--- config.mk ---
export PLATFORM = sky130hd
export DESIGN_NAME = bus_timer
export DESIGN_NICKNAME = d
export VERILOG_FILES = /design/src/rtl/bus_timer.sv
export SDC_FILE = /design/constraint.sdc
export NUM_CORES = 1
export LEC_CHECK = 0
export ABC_AREA = 0
export CAP_MARGIN = 20
export CORE_ASPECT_RATIO = 2
export CORE_MARGIN = 4
export CORE_UTILIZATION = 45
export DETAILED_ROUTE_END_ITERATION = 10
export PLACE_DENSITY = 0.74
export REMOVE_ABC_BUFFERS = 1
export SYNTH_ARGS = -nofsm -noshare
export SYNTH_HDL_FRONTEND = slang
export SYNTH_SLANG_ARGS = --single-unit
export TNS_END_PERCENT = 10
--- constraint.sdc ---
create_clock -name i_clk -period 3.35 [get_ports i_clk]
set_clock_uncertainty 0.1 [all_clocks]
set_input_delay 0.5025 -clock i_clk [delete_from_list [all_inputs] [get_ports i_clk]]
set_output_delay 0.5025 -clock i_clk [all_outputs]
set_load 0.02 [all_outputs]
--- src/rtl/bus_timer.sv ---
// -----------------------------------------------------------------------------
// bus_timer
//
// Memory-mapped machine timer that answers on the core/memory system bus as a
// responder. The top-level address decoder drives i_sel. The block holds a
// 64-bit mtime counter with a programmable prescaler, a 64-bit mtimecmp
// compare register and a registered level interrupt to the core.
//
// Every access takes exactly one wait state. A request is accepted in cycle N,
// and the block answers with o_ready in cycle N+1. The fastest possible rate
// is therefore one access every two cycles.
//
// Register map (32-bit words, addressed by i_addr[4:2]):
//   0x00 MTIME_LO     live mtime[31:0]; reading it also latches mtime[63:32]
//                     into the hi shadow
//   0x04 MTIME_HI     reads return the hi shadow; writes go to mtime[63:32]
//   0x08 MTIMECMP_LO  0x0C MTIMECMP_HI
//   0x10 CTRL         bit0 EN, bit1 IRQ_EN
//   0x14 PRESCALE     [PRESCALE_W-1:0]
//   Offsets not listed here read as 0, and writes to them are ignored.
//
// Parameters:
//   PRESCALE_W        width of PRESCALE and of the prescale counter (1..32)
//   DEFAULT_PRESCALE  reset value of PRESCALE
//
// Ports:
//   i_clk     system clock
//   i_rst     synchronous, active-high reset
//   i_sel     address decoder hit for this block
//   i_addr    byte offset; bits [1:0] are ignored
//   i_re      read request
//   i_we      write request; wins over i_re
//   i_be      byte enables for writes; i_be[i] covers i_wdata[8i+7:8i]
//   i_wdata   write data
//   o_rdata   read data; valid only while o_ready is high
//   o_ready   one-cycle access completion strobe
//   o_irq     timer interrupt (level, registered)
// -----------------------------------------------------------------------------
module bus_timer #(
  parameter int                     PRESCALE_W       = 16,
  parameter logic [PRESCALE_W-1:0]  DEFAULT_PRESCALE = '0
) (
  input  logic        i_clk,
  input  logic        i_rst,
  input  logic        i_sel,
  input  logic [4:0]  i_addr,
  input  logic        i_re,
  input  logic        i_we,
  input  logic [3:0]  i_be,
  input  logic [31:0] i_wdata,
  output logic [31:0] o_rdata,
  output logic        o_ready,
  output logic        o_irq
);

  // Word offsets, decoded from i_addr[4:2]
  localparam logic [2:0] OFF_MTIME_LO    = 3'd0;
  localparam logic [2:0] OFF_MTIME_HI    = 3'd1;
  localparam logic [2:0] OFF_MTIMECMP_LO = 3'd2;
  localparam logic [2:0] OFF_MTIMECMP_HI = 3'd3;
  localparam logic [2:0] OFF_CTRL        = 3'd4;
  localparam logic [2:0] OFF_PRESCALE    = 3'd5;

  typedef enum logic {
    ST_IDLE = 1'b0,
    ST_RESP = 1'b1
  } state_t;

  state_t                r_state;
  state_t                w_stateNext;

  logic [63:0]           r_mtime;
  logic [63:0]           r_mtimecmp;
  logic [1:0]            r_ctrl;
  logic [PRESCALE_W-1:0] r_prescale;
  logic [PRESCALE_W-1:0] r_prescCnt;
  logic [31:0]           r_hiShadow;
  logic [31:0]           r_rdata;
  logic                  r_irq;

  logic [2:0]            w_offset;
  logic                  w_accept;
  logic                  w_wrEn;
  logic                  w_rdEn;
  logic                  w_tick;
  logic [31:0]           w_prescaleExt;
  logic [31:0]           w_readData;
  logic [63:0]           w_mtimeNext;
  logic [PRESCALE_W-1:0] w_prescCntNext;
  logic                  w_unusedAddr;

  // Replace only the bytes whose enable is set; the other bytes keep
  // their old value.
  function automatic logic [31:0] mergeBytes(
    input logic [31:0] oldVal,
    input logic [31:0] newVal,
    input logic [3:0]  byteEn
  );
    logic [31:0] res;
    res = oldVal;
    for (int i = 0; i < 4; i++) begin
      if (byteEn[i]) begin
        res[8*i +: 8] = newVal[8*i +: 8];
      end
    end
    return res;
  endfunction

  // The two low address bits select a byte within a word and have no
  // meaning for word-wide registers.
  assign w_unusedAddr = &{1'b0, i_addr[1:0]};

  assign w_offset      = i_addr[4:2];
  assign w_accept      = (r_state == ST_IDLE) && i_sel && (i_re || i_we);
  assign w_wrEn        = w_accept && i_we;
  assign w_rdEn        = w_accept && !i_we;
  assign w_tick        = r_ctrl[0] && (r_prescCnt == r_prescale);
  assign w_prescaleExt = 32'(r_prescale);

  // Handshake FSM: state register
  always_ff @(posedge i_clk) begin
    if (i_rst) begin
      r_state <= ST_IDLE;
    end else begin
      r_state <= w_stateNext;
    end
  end

  // Handshake FSM: next state. RESP always lasts exactly one cycle, and any
  // request that arrives while in RESP is ignored.
  always_comb begin
    w_stateNext = r_state;
    case (r_state)
      ST_IDLE: if (w_accept) w_stateNext = ST_RESP;
      ST_RESP: w_stateNext = ST_IDLE;
      default: w_stateNext = ST_IDLE;
    endcase
  end

  // Read multiplexer. MTIME_HI returns the shadow that was latched by the
  // last MTIME_LO read, so that a LO-then-HI read pair is coherent.
  always_comb begin
    w_readData = 32'd0;
    case (w_offset)
      OFF_MTIME_LO:    w_readData = r_mtime[31:0];
      OFF_MTIME_HI:    w_readData = r_hiShadow;
      OFF_MTIMECMP_LO: w_readData = r_mtimecmp[31:0];
      OFF_MTIMECMP_HI: w_readData = r_mtimecmp[63:32];
      OFF_CTRL:        w_readData = {30'd0, r_ctrl};
      OFF_PRESCALE:    w_readData = w_prescaleExt;
      default:         w_readData = 32'd0;
    endcase
  end

  // Next mtime. A tick adds 1 with a full 64-bit carry. A bus write to
  // either half replaces that tick entirely: the written half takes the
  // new bytes, and the other half keeps its pre-tick value.
  always_comb begin
    w_mtimeNext = r_mtime;
    if (w_tick) begin
      w_mtimeNext = r_mtime + 64'd1;
    end
    if (w_wrEn && (w_offset == OFF_MTIME_LO)) begin
      w_mtimeNext = {r_mtime[63:32], mergeBytes(r_mtime[31:0], i_wdata, i_be)};
    end else if (w_wrEn && (w_offset == OFF_MTIME_HI)) begin
      w_mtimeNext = {mergeBytes(r_mtime[63:32], i_wdata, i_be), r_mtime[31:0]};
    end
  end

  // Next prescale counter. It only moves while EN is set, and it restarts
  // from 0 whenever PRESCALE is written so the new period starts cleanly.
  always_comb begin
    w_prescCntNext = r_prescCnt;
    if (r_ctrl[0]) begin
      w_prescCntNext = w_tick ? '0 : r_prescCnt + 1'b1;
    end
    if (w_wrEn && (w_offset == OFF_PRESCALE)) begin
      w_prescCntNext = '0;
    end
  end

  // Timer state and programmable registers. Reset takes priority over a
  // write that is accepted in the same cycle.
  always_ff @(posedge i_clk) begin
    if (i_rst) begin
      r_mtime    <= 64'd0;
      r_mtimecmp <= '1;
      r_ctrl     <= 2'd0;
      r_prescale <= DEFAULT_PRESCALE;
      r_prescCnt <= '0;
    end else begin
      r_mtime    <= w_mtimeNext;
      r_prescCnt <= w_prescCntNext;
      if (w_wrEn) begin
        case (w_offset)
          OFF_MTIMECMP_LO:
            r_mtimecmp[31:0]  <= mergeBytes(r_mtimecmp[31:0], i_wdata, i_be);
          OFF_MTIMECMP_HI:
            r_mtimecmp[63:32] <= mergeBytes(r_mtimecmp[63:32], i_wdata, i_be);
          OFF_CTRL:
            if (i_be[0]) r_ctrl <= i_wdata[1:0];
          OFF_PRESCALE:
            r_prescale <= PRESCALE_W'(mergeBytes(w_prescaleExt, i_wdata, i_be));
          default: ;
        endcase
      end
    end
  end

  // Bus response. Read data is captured on the accept edge, and a write
  // answers with 0. Outside RESP the data bus is held at 0.
  always_ff @(posedge i_clk) begin
    if (i_rst) begin
      r_rdata    <= 32'd0;
      r_hiShadow <= 32'd0;
    end else begin
      r_rdata <= w_rdEn ? w_readData : 32'd0;
      if (w_rdEn && (w_offset == OFF_MTIME_LO)) begin
        r_hiShadow <= r_mtime[63:32];
      end
    end
  end

  // Interrupt. The compare uses this cycle's register values, so the level
  // shows up one cycle after the condition becomes true.
  always_ff @(posedge i_clk) begin
    if (i_rst) begin
      r_irq <= 1'b0;
    end else begin
      r_irq <= r_ctrl[1] && (r_mtime >= r_mtimecmp);
    end
  end

  assign o_ready = (r_state == ST_RESP);
  assign o_rdata = r_rdata;
  assign o_irq   = r_irq;

endmodule

Word level (Yosys, flattened, before mapping)
Index checks and enable logic that the tools add are counted.

Register bits: 228. Bits of input ports: 46.

Add/subtract/negate cells: 2. $lt $le $gt $ge: 1. Equal/unequal tests: 15. Muxes and demuxes: 11. Bitwise operators: 3. Reduce and logical (&&, ||, !) cells: 36.

Operators with widths (number): 32-bit case mux with 6 select lines (1); 64-bit two-way mux (2); 64-bit by 1-bit adder with 64-bit output, second input constant (1); 64-bit greater-or-equal comparator (1); 3-bit AND reduction (19); 32-bit two-way mux (1); 8-bit two-way mux (4); 2-bit != test, second input constant (9); 16-bit by 1-bit adder with 16-bit output, second input constant (1); 16-bit equality test (1); 16-bit two-way mux (1); 1-bit logical AND (10); 3-bit by 2-bit equality test with 1-bit output, second input constant (2); 3-bit equality test, second input constant (2); 2-bit nonzero test (2); 2-bit OR reduction (2); 3-bit by 1-bit equality test with 1-bit output, second input constant (1); 3-bit logical NOT (1); 1-bit inverter (3); 1-bit case mux with 2 select lines (1); 1-bit logical NOT (1); 1-bit logical OR (1); 1-bit two-way mux (1).

Longest topological paths before layout
Gate-level depths: netlist of the first run.

Depth in word-level cells: 7. Mapped depth: 10.

Worst setup path after synthesis of the first run
OpenSTA, ideal clock, no wires.

Kind: flip-flop to flip-flop. Start: register r_mtime[22]. End: register r_mtime[55]. Setup time: 0.117 ns. Arrival: 2.181 ns. Data required time: 3.133 ns. Path slack: 0.951 ns. Stages on the path, launching flop included: 8. Buffers on the path: 1. Period minus slack after synthesis: 2.399 ns. Cell sequence: dfxtp_1 buf_4 nand4_1 or4_4 or3_4 nor4_4 o2bb2ai_1 a32o_1.

Longest elaborated chain between the ends: 3.

RTL lines: start: declaration (RTL line 72) `logic [63:0] r_mtime;`; start signal: assignment (RTL line 192) `r_mtime <= w_mtimeNext;`; 64-bit by 1-bit adder with 64-bit output (RTL line 161) `w_mtimeNext = r_mtime + 64'd1;`; 64-bit two-way mux (RTL line 160) `if (w_tick) begin`; 64-bit two-way mux (RTL line 165) `end else if (w_wrEn && (w_offset == OFF_MTIME_HI)) begin`.

Every way passes these cells. The select of a mux whose other input is x is not followed. A chain may end at the register's enable or synchronous reset.

Final worst setup path of the first run
Start: register r_mtime[7]. End: register r_mtime[45].

The elaborated chain is that of the path after synthesis.

==> qor.yml, run 1 <==
outcome: "finished clean"
final_net_count: 1800
clkSinkCount: 228
cts_setup_buffers: 0
placed_area_um2: 14160
synthArstFlopShare_pct: 0
synth-seq-area-share_pct: 35.68
globalRouteOverflowTotal: 0
crit_path_end_kind: "flip-flop"
final_area_um2: 14850
cts_max_path_buffers: 3
yosys.cell_types.count: 71
wirelength_um: 49810
ys_ff_latch: 228
cp-start-kind: "flip-flop"
clock_latency_ps: 540
numCtsBuffers: 22
initial_core_util_pct: 45.55
avgSynthCellArea_um2: 7.843
yosys-top-cells-area: "dfxtp_1 36%, nand2_1 7.8%, ha_1 6.5%, a21oi_1 5.6%, a22oi_1 4.2%"
syn_inst: 1631
routed-via-count: 13459
period_minus_slack_ps: 2950
finalSetupTns_ps: 0
dpl.hpwl_um: 36560
design.die.area_um2: 31350
cts.clk_slew.worst_paths_ps: 70
hold_viol: 0
maxCapViolations: 0
finalSetupViolCount: 0
worstSetupPathType: "flip-flop to flip-flop"
core_area_um2: 28080
vias_per_cell: 6.537
die_x_um: 127.2
numPlacedInstances: 2020
slew-limit-headroom_pct: 36.40
cts_tree: "done"
synth_top_cell_by_area: "dfxtp_1"
critPathMaxFanout: 8
wire_per_inst_um: 24.19
htreeDepth: 1
max_freq_mhz: 338.9
hold_buffers: 0
grt_pass1_vias: 13064
arrival_ps: 3310
syn_to_final_growth_pct: 16.08
numPortBuffers: 77
holdWs_ps: 120.7
power.leakage_nw: 5.639
place_congestion: 1.009
drive_above_1_share_pct: 7.575
syn-cell-area_um2: 12790
antenna_found_initial: 0
yosysTopAreaCellShare_pct: 35.68
dr.pass1.iters: 6
synthFlopType: "dfxtp_1"
max_slew.worst_pin.slew_ps: 950.5
die_h_um: 246.4
drtAntennaViolNets: 0
drc: 0
io_pins: 80
grt_pass1_wl_um: 74550
antenna_cells: 0
instances_no_fill: 2059
rows: 87
synth_edf_count: 0
p_total_mw: 5.636
postLayoutCoreUtil_pct: 52.87
power_density_nw_per_um2: 379.5
setup_ws_ps: 399.6
grt_max_degree: 111
fin_crit_sh_pct: 88.07
drv_slew: 0
cts-resized-gates: 0
dr.first_iter.drc_count: 1164
clockRootBuffer: "clkbuf_16"
vdd_drop_max_uv: 291.9
rsz0062_at_grt: "no"
cp.required_ps: 3710
pre_cts_ws_ps: 206.2
yosys_warnings: 0
hp-class: "primary input to flip-flop"
track_usage_pct: 30.77
-- cell usage in the layout (no fill, tap or decap), types with 47 or more instances in the layout --
| master | count |
|---|---|
| a22oi_1 | 72 |
| ha_1 | 66 |
| a21oi_1 | 142 |
| o21ai_0 | 48 |
| buf_4 | 71 |
| clkdlybuf4s50_1 | 76 |
| nand2_1 | 265 |
| nand3_1 | 57 |
| nand4_1 | 47 |
| dfxtp_1 | 228 |
| nor2_1 | 94 |
| inv_1 | 76 |
| o211ai_1 | 71 |
-- state kept, by name, summed over array words and instances (netlist names) --
register	cells
r_mtime	64
r_mtimecmp	64
o_rdata	32
r_hiShadow	32
r_prescCnt	16
r_prescale	16
r_ctrl	2
o_irq	1
o_ready	1
-- per-layer routing --
layer	vias up	routed length (um)	global-route usage, %
met5	-	0	0
met3	289	2946	3.580
met4	0	5565	28.40
met2	722	25150	55.60
met1	6334	16150	29.76
li1	6114	-	-
-- path summary, 6_finish.rpt --
check                    to  cells after the start           from  slack [ps]
max             r_mtime[45]                      6     r_mtime[7]         400
min          r_hiShadow[16]                      2          i_rst         120
max reg2reg     r_mtime[45]                      6     r_mtime[7]         400
min reg2reg   r_hiShadow[5]                      2  r_hiShadow[5]         360
-- power breakdown --
part / internal [mW] / switching (mW)
logic: 0.138 / 0.271
clock network: 1.35 / 1.13
registers: 2.73 / 0.0122
total: 4.22 / 1.42
-- logic make-up (layout without fill, tap and decap cells) --
group / after synthesis / in the layout / share of synthesized area (%)
AND/OR/NAND/NOR: 601 / 601 / 22.54
flip-flops: 228 / 228 / 35.68
XOR/XNOR: 33 / 33 / 2.259
adder cells (fa/ha/maj): 66 / 66 / 6.455
AO/OA/AOI/OAI: 500 / 500 / 26.14
multiplexers: 8 / 8 / 1.017
buffers and inverters: 195 / 267 / 5.898
-- worst max-delay path, cell delays in order, from the launching register on --
cell and delay (ps):
dfxtp_1 550, nand4_1 400, or3_1 580, nor4_4 690
nand4_1 180, a21o_1 220, a21oi_1 140
-- synthesized netlist by cell type (all sizes together), types with 14 or more instances --
cell	instances
nor4	21
a31oi	14
clkbuf	98
o32ai	20
nand2	265
nand4	48
o211ai	71
nor2	94
nor3	26
a22oi	72
o21ai	64
buf	20
nand3	57
a211oi	18
inv	77
a21oi	142
and3	25
ha	66
dfxtp	228
xnor2	21
-- final cells by class --
type	instances	area, um^2
multi-input combinational	1208	7487
sequential	228	4564
fill	2664	13240
tap	356	445.4
clock inverter	6	36.28
clock buffer	33	653.1
timing repair buffer	151	1374
inverter	77	289.0
Power figures use the tool's default switching activity.
==> run 2, diff against run 1 <==
SKIP_CTS_REPAIR_TIMING = 1   (was default)
==> results of run 2 <==
The final DEF is identical to that of run 1; final timing and power are the same.
